[src/rtl/ldm_stm_sequencer.sv]
// Load/store-multiple block transfer sequencer: walks a 16-bit register list in
// ascending order, issuing one memory access per set bit, then optionally writes back the base.
module ldm_stm_sequencer #(
   parameter int unsigned ADDR_STEP = 4
) (
   input  logic        CLK,
   input  logic        RESET,
   input  logic        start,
   input  logic        load,
   input  logic        increment,
   input  logic        writeback,
   input  logic [15:0] reg_list,
   input  logic [3:0]  base_reg,
   input  logic [31:0] base_addr,
   input  logic [31:0] rf_pa,
   input  logic        mem_ack,
   input  logic [31:0] mem_rdata,
   output logic [3:0]  rf_a,
   output logic [3:0]  rf_c,
   output logic        rf_enable,
   output logic [31:0] rf_wdata,
   output logic        mem_req,
   output logic        mem_we,
   output logic [31:0] mem_addr,
   output logic [31:0] mem_wdata,
   output logic        busy,
   output logic        done
);

   typedef enum logic [1:0] {
      IDLE = 2'd0,
      XFER = 2'd1,
      WB   = 2'd2,
      DONE = 2'd3
   } state_t;

   localparam logic [31:0] STEP = 32'(ADDR_STEP);

   function automatic logic [4:0] popcount16(input logic [15:0] v);
      logic [4:0] n;
      n = 5'd0;
      for (int i = 0; i < 16; i++) begin
         n = n + {4'd0, v[i]};
      end
      return n;
   endfunction

   function automatic logic [3:0] lowest_set(input logic [15:0] v);
      logic [3:0] idx;
      idx = 4'd0;
      for (int i = 15; i >= 0; i--) begin
         if (v[i]) begin
            idx = 4'(i);
         end
      end
      return idx;
   endfunction

   state_t      state_r, state_next_s;
   logic        load_r, inc_r, wb_r;
   logic [15:0] list_r, orig_list_r;
   logic [3:0]  base_reg_r;
   logic [31:0] addr_r, final_r;

   logic [31:0] span_s;
   logic [3:0]  cur_s;
   logic [15:0] remaining_s;
   logic        wb_take_s;

   assign span_s      = STEP * {27'd0, popcount16(reg_list)};
   assign cur_s       = lowest_set(list_r);
   assign remaining_s = list_r & ~(16'd1 << cur_s);
   // A load that overwrites the base register wins over the writeback value.
   assign wb_take_s   = wb_r & ~(load_r & orig_list_r[base_reg_r]);

   // State register and latched operation context.
   always_ff @(posedge CLK) begin
      if (!RESET) begin
         state_r     <= IDLE;
         load_r      <= 1'b0;
         inc_r       <= 1'b0;
         wb_r        <= 1'b0;
         list_r      <= 16'd0;
         orig_list_r <= 16'd0;
         base_reg_r  <= 4'd0;
         addr_r      <= 32'd0;
         final_r     <= 32'd0;
      end else begin
         state_r <= state_next_s;
         case (state_r)
            IDLE: begin
               if (start) begin
                  load_r      <= load;
                  inc_r       <= increment;
                  wb_r        <= writeback;
                  list_r      <= reg_list;
                  orig_list_r <= reg_list;
                  base_reg_r  <= base_reg;
                  addr_r      <= increment ? base_addr : base_addr - span_s;
                  final_r     <= increment ? base_addr + span_s : base_addr - span_s;
               end
            end
            XFER: begin
               if (mem_ack) begin
                  list_r <= remaining_s;
                  addr_r <= addr_r + STEP;
               end
            end
            default: begin
            end
         endcase
      end
   end

   // Next-state decode and output drive.
   always_comb begin
      state_next_s = state_r;
      rf_a         = 4'd0;
      rf_c         = 4'd0;
      rf_enable    = 1'b0;
      rf_wdata     = 32'd0;
      mem_req      = 1'b0;
      mem_we       = 1'b0;
      mem_addr     = 32'd0;
      mem_wdata    = 32'd0;
      done         = 1'b0;
      busy         = (state_r != IDLE);
      case (state_r)
         IDLE: begin
            if (start) begin
               state_next_s = (reg_list != 16'd0) ? XFER : DONE;
            end else begin
               state_next_s = IDLE;
            end
         end
         XFER: begin
            mem_req  = 1'b1;
            mem_we   = ~load_r;
            mem_addr = addr_r;
            if (!load_r) begin
               rf_a      = cur_s;
               mem_wdata = rf_pa;
            end else begin
               rf_a      = 4'd0;
            end
            if (mem_ack) begin
               if (load_r) begin
                  rf_enable = 1'b1;
                  rf_c      = cur_s;
                  rf_wdata  = mem_rdata;
               end else begin
                  rf_enable = 1'b0;
               end
               if (remaining_s == 16'd0) begin
                  state_next_s = wb_take_s ? WB : DONE;
               end else begin
                  state_next_s = XFER;
               end
            end else begin
               state_next_s = XFER;
            end
         end
         WB: begin
            rf_enable    = 1'b1;
            rf_c         = base_reg_r;
            rf_wdata     = final_r;
            state_next_s = DONE;
         end
         DONE: begin
            done         = 1'b1;
            state_next_s = IDLE;
         end
         default: begin
            state_next_s = IDLE;
         end
      endcase
   end

   logic unused_s;
   assign unused_s = inc_r;

endmodule

[config.mk]
export PLATFORM = sky130hd
export DESIGN_NAME = ldm_stm_sequencer
export DESIGN_NICKNAME = d
export VERILOG_FILES = /design/src/rtl/ldm_stm_sequencer.sv
export SDC_FILE = /design/constraint.sdc
export NUM_CORES = 1
export LEC_CHECK = 0
export BUFFER_PORTS_ARGS = -buffer_cell sky130_fd_sc_hd__buf_2
export CAP_MARGIN = 0
export CELL_PAD_IN_SITES_DETAIL_PLACEMENT = 2
export CELL_PAD_IN_SITES_GLOBAL_PLACEMENT = 2
export CORE_ASPECT_RATIO = 1.4
export CORE_MARGIN = 1
export CORE_UTILIZATION = 29
export CTS_CLUSTER_SIZE = 20
export DETAILED_ROUTE_END_ITERATION = 16
export PLACE_DENSITY_LB_ADDON = 0.1
export SLEW_MARGIN = 20
export SYNTH_ARGS = -nofsm -noshare
export SYNTH_HDL_FRONTEND = slang
export SYNTH_SLANG_ARGS = --single-unit
export TNS_END_PERCENT = 50
[constraint.sdc]
create_clock -name CLK -period 5.95 [get_ports CLK]
set_input_delay 0.2975 -clock CLK [delete_from_list [all_inputs] [get_ports CLK]]
set_output_delay 0.2975 -clock CLK [all_outputs]
set_load 0.1 [all_outputs]
==> impl_metrics.tcl, run 1 <==
set metrics [dict create \
    seq_area_frac_synth 0.255 \
    p_seq_frac 0.278 \
    mostFrequentLayoutCells "buf_2, nand2_1, dfxtp_1, a21oi_1, nor2_1" \
    path_buf_inv 4 \
    cp-end-kind "flop" \
    synth_cell_type_count 73 \
    fin_util 0.358 \
    yosysWarnings 0 \
    avgSynthCellArea_um2 7.35 \
    portBuffers 231 \
    cts_resized 0 \
    regArea_um2 2080 \
    p_sw_frac 0.488 \
    critPathSlowestCell "fa_1" \
    die_y_um 200 \
    syn_nets 1268 \
    power_density_nw_per_um2 312 \
    drv_slew 0 \
    power.switching_uw 1510 \
    cts_tree "yes" \
    synth_top_family_by_area "simple AND/OR/NAND/NOR gates" \
    worst_slack_ps 571 \
    first_pass_iters 4 \
    grt_pass1_wl_um 55800 \
    critPathMaxFanout 5 \
    cpPeakStageDelay_ps 600 \
    power_frac_clock 0.207 \
    combPwrFrac 0.515 \
    hold_viol_final 0 \
    route.vias.total 9171 \
    hold_buffers 0 \
    reg2reg_depth 7 \
    overflow 0 \
    critPathRequiredTime_ps 6270 \
    multi_input_area_um2 5580 \
    grt_pass1_vias 9507 \
    synth_cells 1111 \
    grt_start_max_net_pins 78 \
    ir_worst_vdd_uv 220 \
    arrival_ps 5700 \
    finalWirelength_um 36900 \
    fp.dieW_um 144 \
    synth_area_um2 8160 \
    gp_congestion 0.884 \
    synth_mux_area_frac 0.0213 \
    internal_power_uw 1580 \
    rows 72 \
    crit_path_frequent_cell "fa_1" \
    path_clk_slew_ps 80 \
    clk_path_buf_depth 2 \
    layout_worst_path_cycle_share 0.904 \
    max_freq_mhz 186 \
    synth-adder-area-share 0.0632 \
    ys_ff_latch 104 \
    wl_per_cell_um 22.2 \
    htreeDepth 3 \
    rsz0062_at_grt "false" \
    tightest_slew_ps 1070 \
    synth_compound_area_frac 0.253 \
    power_leakage_uw 0.00412 \
    route.detailed.drc 0 \
    start_util 0.295 \
    fillCellCount 3376 \
    fin_tns_setup_ps 0 \
    synth-xor-area-share 0.0419 \
    grt_use_total 0.257 \
    cp_cell_sequence "buf_2, inv_1, fa_1, fa_1, fa_1, fa_1, inv_1, ha_1, fa_1, inv_1, fa_1, nor2b_1, o21a_1, o21ai_0, nand4_1, a2111oi_0, a311o_1" \
    antenna_found_initial 2 \
    synth_flop_cell "dfxtp_1" \
    nNetsFinal 1443 \
    slew_headroom 0.283 \
    cts_setup_buffers 0 \
    die_area_um2 28800 \
    path_delay_family "adder cells" \
    coreArea_um2 27700 \
    setup.worst_path.class "input pin to flop" \
    root_buffer "clkbuf_16" \
    yosys.area_share.simple 0.302 \
    outcome "finished clean" \
    dp_hpwl_um 27900 \
    drive_gt1_frac 0.232 \
    ant_nets 0 \
    period_needed_ps 5380 \
    viasPerCell 5.52 \
    synth-edff-count 0 \
    synthArstFlopShare 0 \
    drt_iter0_drc 403 \
    holdPathStages 3 \
    io_pins 232 \
    cts_buffers 9 \
    hold_class "input pin to flop" \
    area_growth_pct 21.3 \
    final_common_cell "buf_2" \
    maxCapViolations 0 \
    critPathLaunchType "input pin" \
    finalSetupViolCount 0 \
    crit_cells 17 \
    pre_cts_ws_ps 193 \
    fin_skew_ps 7.45 \
    cts.sinks 104 \
    clock_latency_ps 370 \
]
## cells in the mapped netlist (5+ instances only)
master,count,area share
a2111oi_0,12,0.013
a211oi_1,8,0.0074
a21o_1,10,0.0092
a21oi_1,98,0.060
a22oi_1,45,0.041
a311o_1,5,0.0061
a31oi_1,5,0.0038
and2_1,65,0.050
and3_1,22,0.017
and4_1,5,0.0054
clkbuf_1,76,0.035
dfxtp_1,104,0.26
fa_1,12,0.029
ha_1,22,0.034
inv_1,49,0.023
mux2i_1,5,0.0061
mux4_2,5,0.014
nand2_1,114,0.052
nand2b_1,9,0.0069
nand3_1,55,0.034
nand4_1,16,0.012
nand4b_1,5,0.0054
nor2_1,68,0.031
nor2b_1,37,0.028
nor3_1,34,0.021
nor4_1,13,0.010
o211ai_1,11,0.010
o21a_1,5,0.0046
o21ai_0,62,0.038
o221ai_1,7,0.0075
o311ai_0,5,0.0054
o31a_1,6,0.0064
or2_2,7,0.0054
or3_1,7,0.0054
or4_1,6,0.0055
xnor2_1,17,0.018
xor2_1,22,0.024
## worst reg2reg max path, cell delays in order (launching register included)
cell	delay, ps
dfxtp_1	410
or4_1	700
nor2_1	210
nand2_1	160
a2111oi_0	870
o2111ai_1	170
and4bb_2	400
a31o_2	160
## final cells by class
cell class / instances / share of cell area
well taps: 370 / 0.0468
clock buffers: 9 / 0.0227
multi-input cells: 872 / 0.563
flip-flops and latches: 104 / 0.210
diodes: 1 / 0.000253
inverters: 51 / 0.0195
repair buffers: 248 / 0.130
clock inverters: 7 / 0.00758
## routing by layer
layer | global-route usage | routed length, um | vias to the layer above
li1 | - | - | 4342
met1 | 0.282 | 14500 | 4576
met4 | 0.112 | 1480 | 2
met5 | 0 | 14 | -
met3 | 0.0270 | 953 | 61
met2 | 0.486 | 19900 | 190
## per-stage QoR
stage / hold slack (ps) / area, um^2 / power, uW / cells
after floorplan: 432 / 8160 / 1950 / 1111
after global placement: 441 / 9600 / 2440 / 1645
after detailed placement: 451 / 9600 / 2480 / 1645
after CTS: 144 / 9900 / 3130 / 1661
after global routing: 152 / 9900 / 3280 / 1662
final: 158 / 9900 / 3090 / 1662
## sequential cells by signal, summed over array words and instances, names as in the netlist
register	count
wb_r	1
addr_r	32
final_r	32
base_reg_r	4
load_r	1
orig_list_r	16
state_r	2
list_r	16
## power by group through the flow
stage               clock (uW)  combinational (uW)  sequential [uW]
floorplan                    0                1110              831
global route               682                1730              869
global placement             0                1560              874
CTS                        659                1610              859
finish                     640                1590              858
detailed placement           0                1600              875
## kinds of logic after synthesis
| family | after synthesis |
|---|---|
| AO/OA/AOI/OAI | 316 |
| XOR/XNOR | 39 |
| adder cells (fa/ha/maj) | 34 |
| buffers and inverters | 135 |
| flip-flops | 104 |
| multiplexers | 11 |
| AND/OR/NAND/NOR | 472 |
## final timing paths
path,start,to,slack (ps)
worst max-delay path,reg_list[0],final_r[20],570
worst min-delay path,base_reg[3],base_reg_r[3],160
worst max register to register,list_r[0],state_r[1],2830
worst min register to register,orig_list_r[6],orig_list_r[6],460
Note: power is estimated with default switching activity, not from simulation.
==> run 2, diff against run 1 <==
--- a/config.mk
+++ b/config.mk
@@ -14,7 +14,7 @@
 export CORE_UTILIZATION = 29
 export CTS_CLUSTER_SIZE = 20
 export DETAILED_ROUTE_END_ITERATION = 16
-export PLACE_DENSITY_LB_ADDON = 0.1
+export PLACE_DENSITY = 0.83
 export SLEW_MARGIN = 20
 export SYNTH_ARGS = -nofsm -noshare
 export SYNTH_HDL_FRONTEND = slang
==> impl_metrics.tcl, run 2 (synthesized netlist as in run 1, its figures left out) <==
set metrics [dict create \
    ant_nets 0 \
    cp_cell_sequence "buf_2, inv_1, fa_1, fa_1, fa_1, fa_1, inv_1, ha_1, fa_1, a21o_1, and2_1, inv_1, ha_1, or4_1, nor2_1, nand3_1, a21oi_2, nand2_1, a2111oi_0, a311o_1" \
    fin_area_um2 9880 \
    gp_congestion 0.894 \
    arrival_ps 5700 \
    route.vias.total 9448 \
    crit_path_frequent_cell "fa_1" \
    period_needed_ps 5380 \
    hold_class "input pin to flop" \
    power_density_nw_per_um2 311 \
    worst_slack_ps 568 \
    die_area_um2 28800 \
    path_buf_inv 4 \
    io_pins 232 \
    cts_setup_buffers 0 \
    hold_viol_final 0 \
    ir_worst_vdd_uv 227 \
    place_area_um2 9590 \
    drv_slew 0 \
    grt_pass1_wl_um 57700 \
    cts_resized 0 \
    grt_start_max_net_pins 84 \
    route.detailed.drc 0 \
    fp.dieW_um 144 \
    finalWirelength_um 38000 \
    drive_gt1_frac 0.230 \
    critPathSlowestCell "or4_1" \
    slew_headroom 0.330 \
    path_delay_family "adder cells" \
    hold_buffers 0 \
    viasPerCell 5.69 \
    cp-endpoint "final_r[27]" \
    dp_hpwl_um 29200 \
    fin_tns_setup_ps 0 \
    overflow 0 \
    crit_cells 20 \
    rsz0062_at_grt "false" \
    cts.sinks 104 \
    cp-end-kind "flop" \
    final_cells 1660 \
    drt_iter0_drc 436 \
    grt_use_total 0.263 \
    max_freq_mhz 186 \
    finalSetupViolCount 0 \
    crit_start "reg_list[5]" \
    start_util 0.295 \
    layout_worst_path_cycle_share 0.905 \
    maxCapViolations 0 \
    wl_per_cell_um 22.9 \
    r2r_end "state_r[1]" \
    portBuffers 231 \
    pre_cts_ws_ps 237 \
    mostFrequentLayoutCells "buf_2, nand2_1, dfxtp_1, a21oi_1, nor2_1" \
    ff2ff_setup_slack_ps 2730 \
    final_common_cell "buf_2" \
    fin_skew_ps 11.9 \
    cpPeakStageDelay_ps 640 \
    fillCellCount 3381 \
    clk_path_buf_depth 2 \
    clock_latency_ps 370 \
    tightest_slew_ps 1000 \
    path_clk_slew_ps 90 \
    critPathLaunchType "input pin" \
    die_y_um 200 \
    power_leakage_uw 0.00411 \
    grt_pass1_vias 10200 \
    critPathMaxFanout 6 \
    reg_top3 "addr_r x32, final_r x32" \
    critPathRequiredTime_ps 6270 \
    antenna_found_initial 3 \
    reg2reg_depth 7 \
    htreeDepth 3 \
    regArea_um2 2080 \
    outcome "finished clean" \
    nNetsFinal 1441 \
    dp.cells 1643 \
    rows 72 \
    cts_tree "yes" \
    root_buffer "clkbuf_16" \
    setup.worst_path.class "input pin to flop" \
    coreArea_um2 27700 \
    hold_ws_ps 163 \
    multi_input_area_um2 5590 \
    cts_buffers 9 \
    first_pass_iters 5 \
    area_growth_pct 21.1 \
    reg2reg_from "list_r[0]" \
]
[run 2: changes by cell type in the layout (fill, tap and decap cells not counted), sizes merged]
cell / previous run / this run
buf: 248 / 246
[run 2: area by class of cell]
type,count,share of cell area
timing repair buffer,246,0.128
sequential,104,0.211
tap,370,0.0468
inverter,51,0.0194
multi-input combinational,872,0.565
clock inverter,7,0.00671
clock buffer,9,0.0228
antenna,1,0.000253
[run 2: worst min-delay path by stage]
stage / start / slack (ps) / depth (start not counted) / endpoint
after floorplan: final_r[4] / 430 / 2 / final_r[4]
after global placement: orig_list_r[11] / 440 / 2 / orig_list_r[11]
after detailed placement: orig_list_r[5] / 450 / 2 / orig_list_r[5]
after CTS: base_reg[3] / 160 / 3 / base_reg_r[3]
after global routing: writeback / 170 / 3 / wb_r
final: base_reg[3] / 160 / 3 / base_reg_r[3]
[run 2: through the flow]
step | total power [uW] | util
after CTS | 3090 | 0.357
after floorplan | 1950 | -
after global routing | 3230 | 0.357
after global placement | 2400 | 0.347
after detailed placement | 2460 | 0.347
final | 3070 | 0.357
[run 2: power by group]
part           switching (uW)  internal [uW]
clock network             323            295
logic                    1100            495
registers                87.8            771
[run 2: worst min-delay path: cells and delay by family]
family          cells  cell delay (ps)
compound gates      1               50
buf+inv             1               90
simple gates        1               50
[run 2: metal layers]
metal,part of all wire,GRT usage,up-vias
li1,-,-,4338
met1,0.36,0.265,4748
met2,0.55,0.505,270
met3,0.035,0.0310,88
met4,0.059,0.158,4
met5,0.00082,0,-
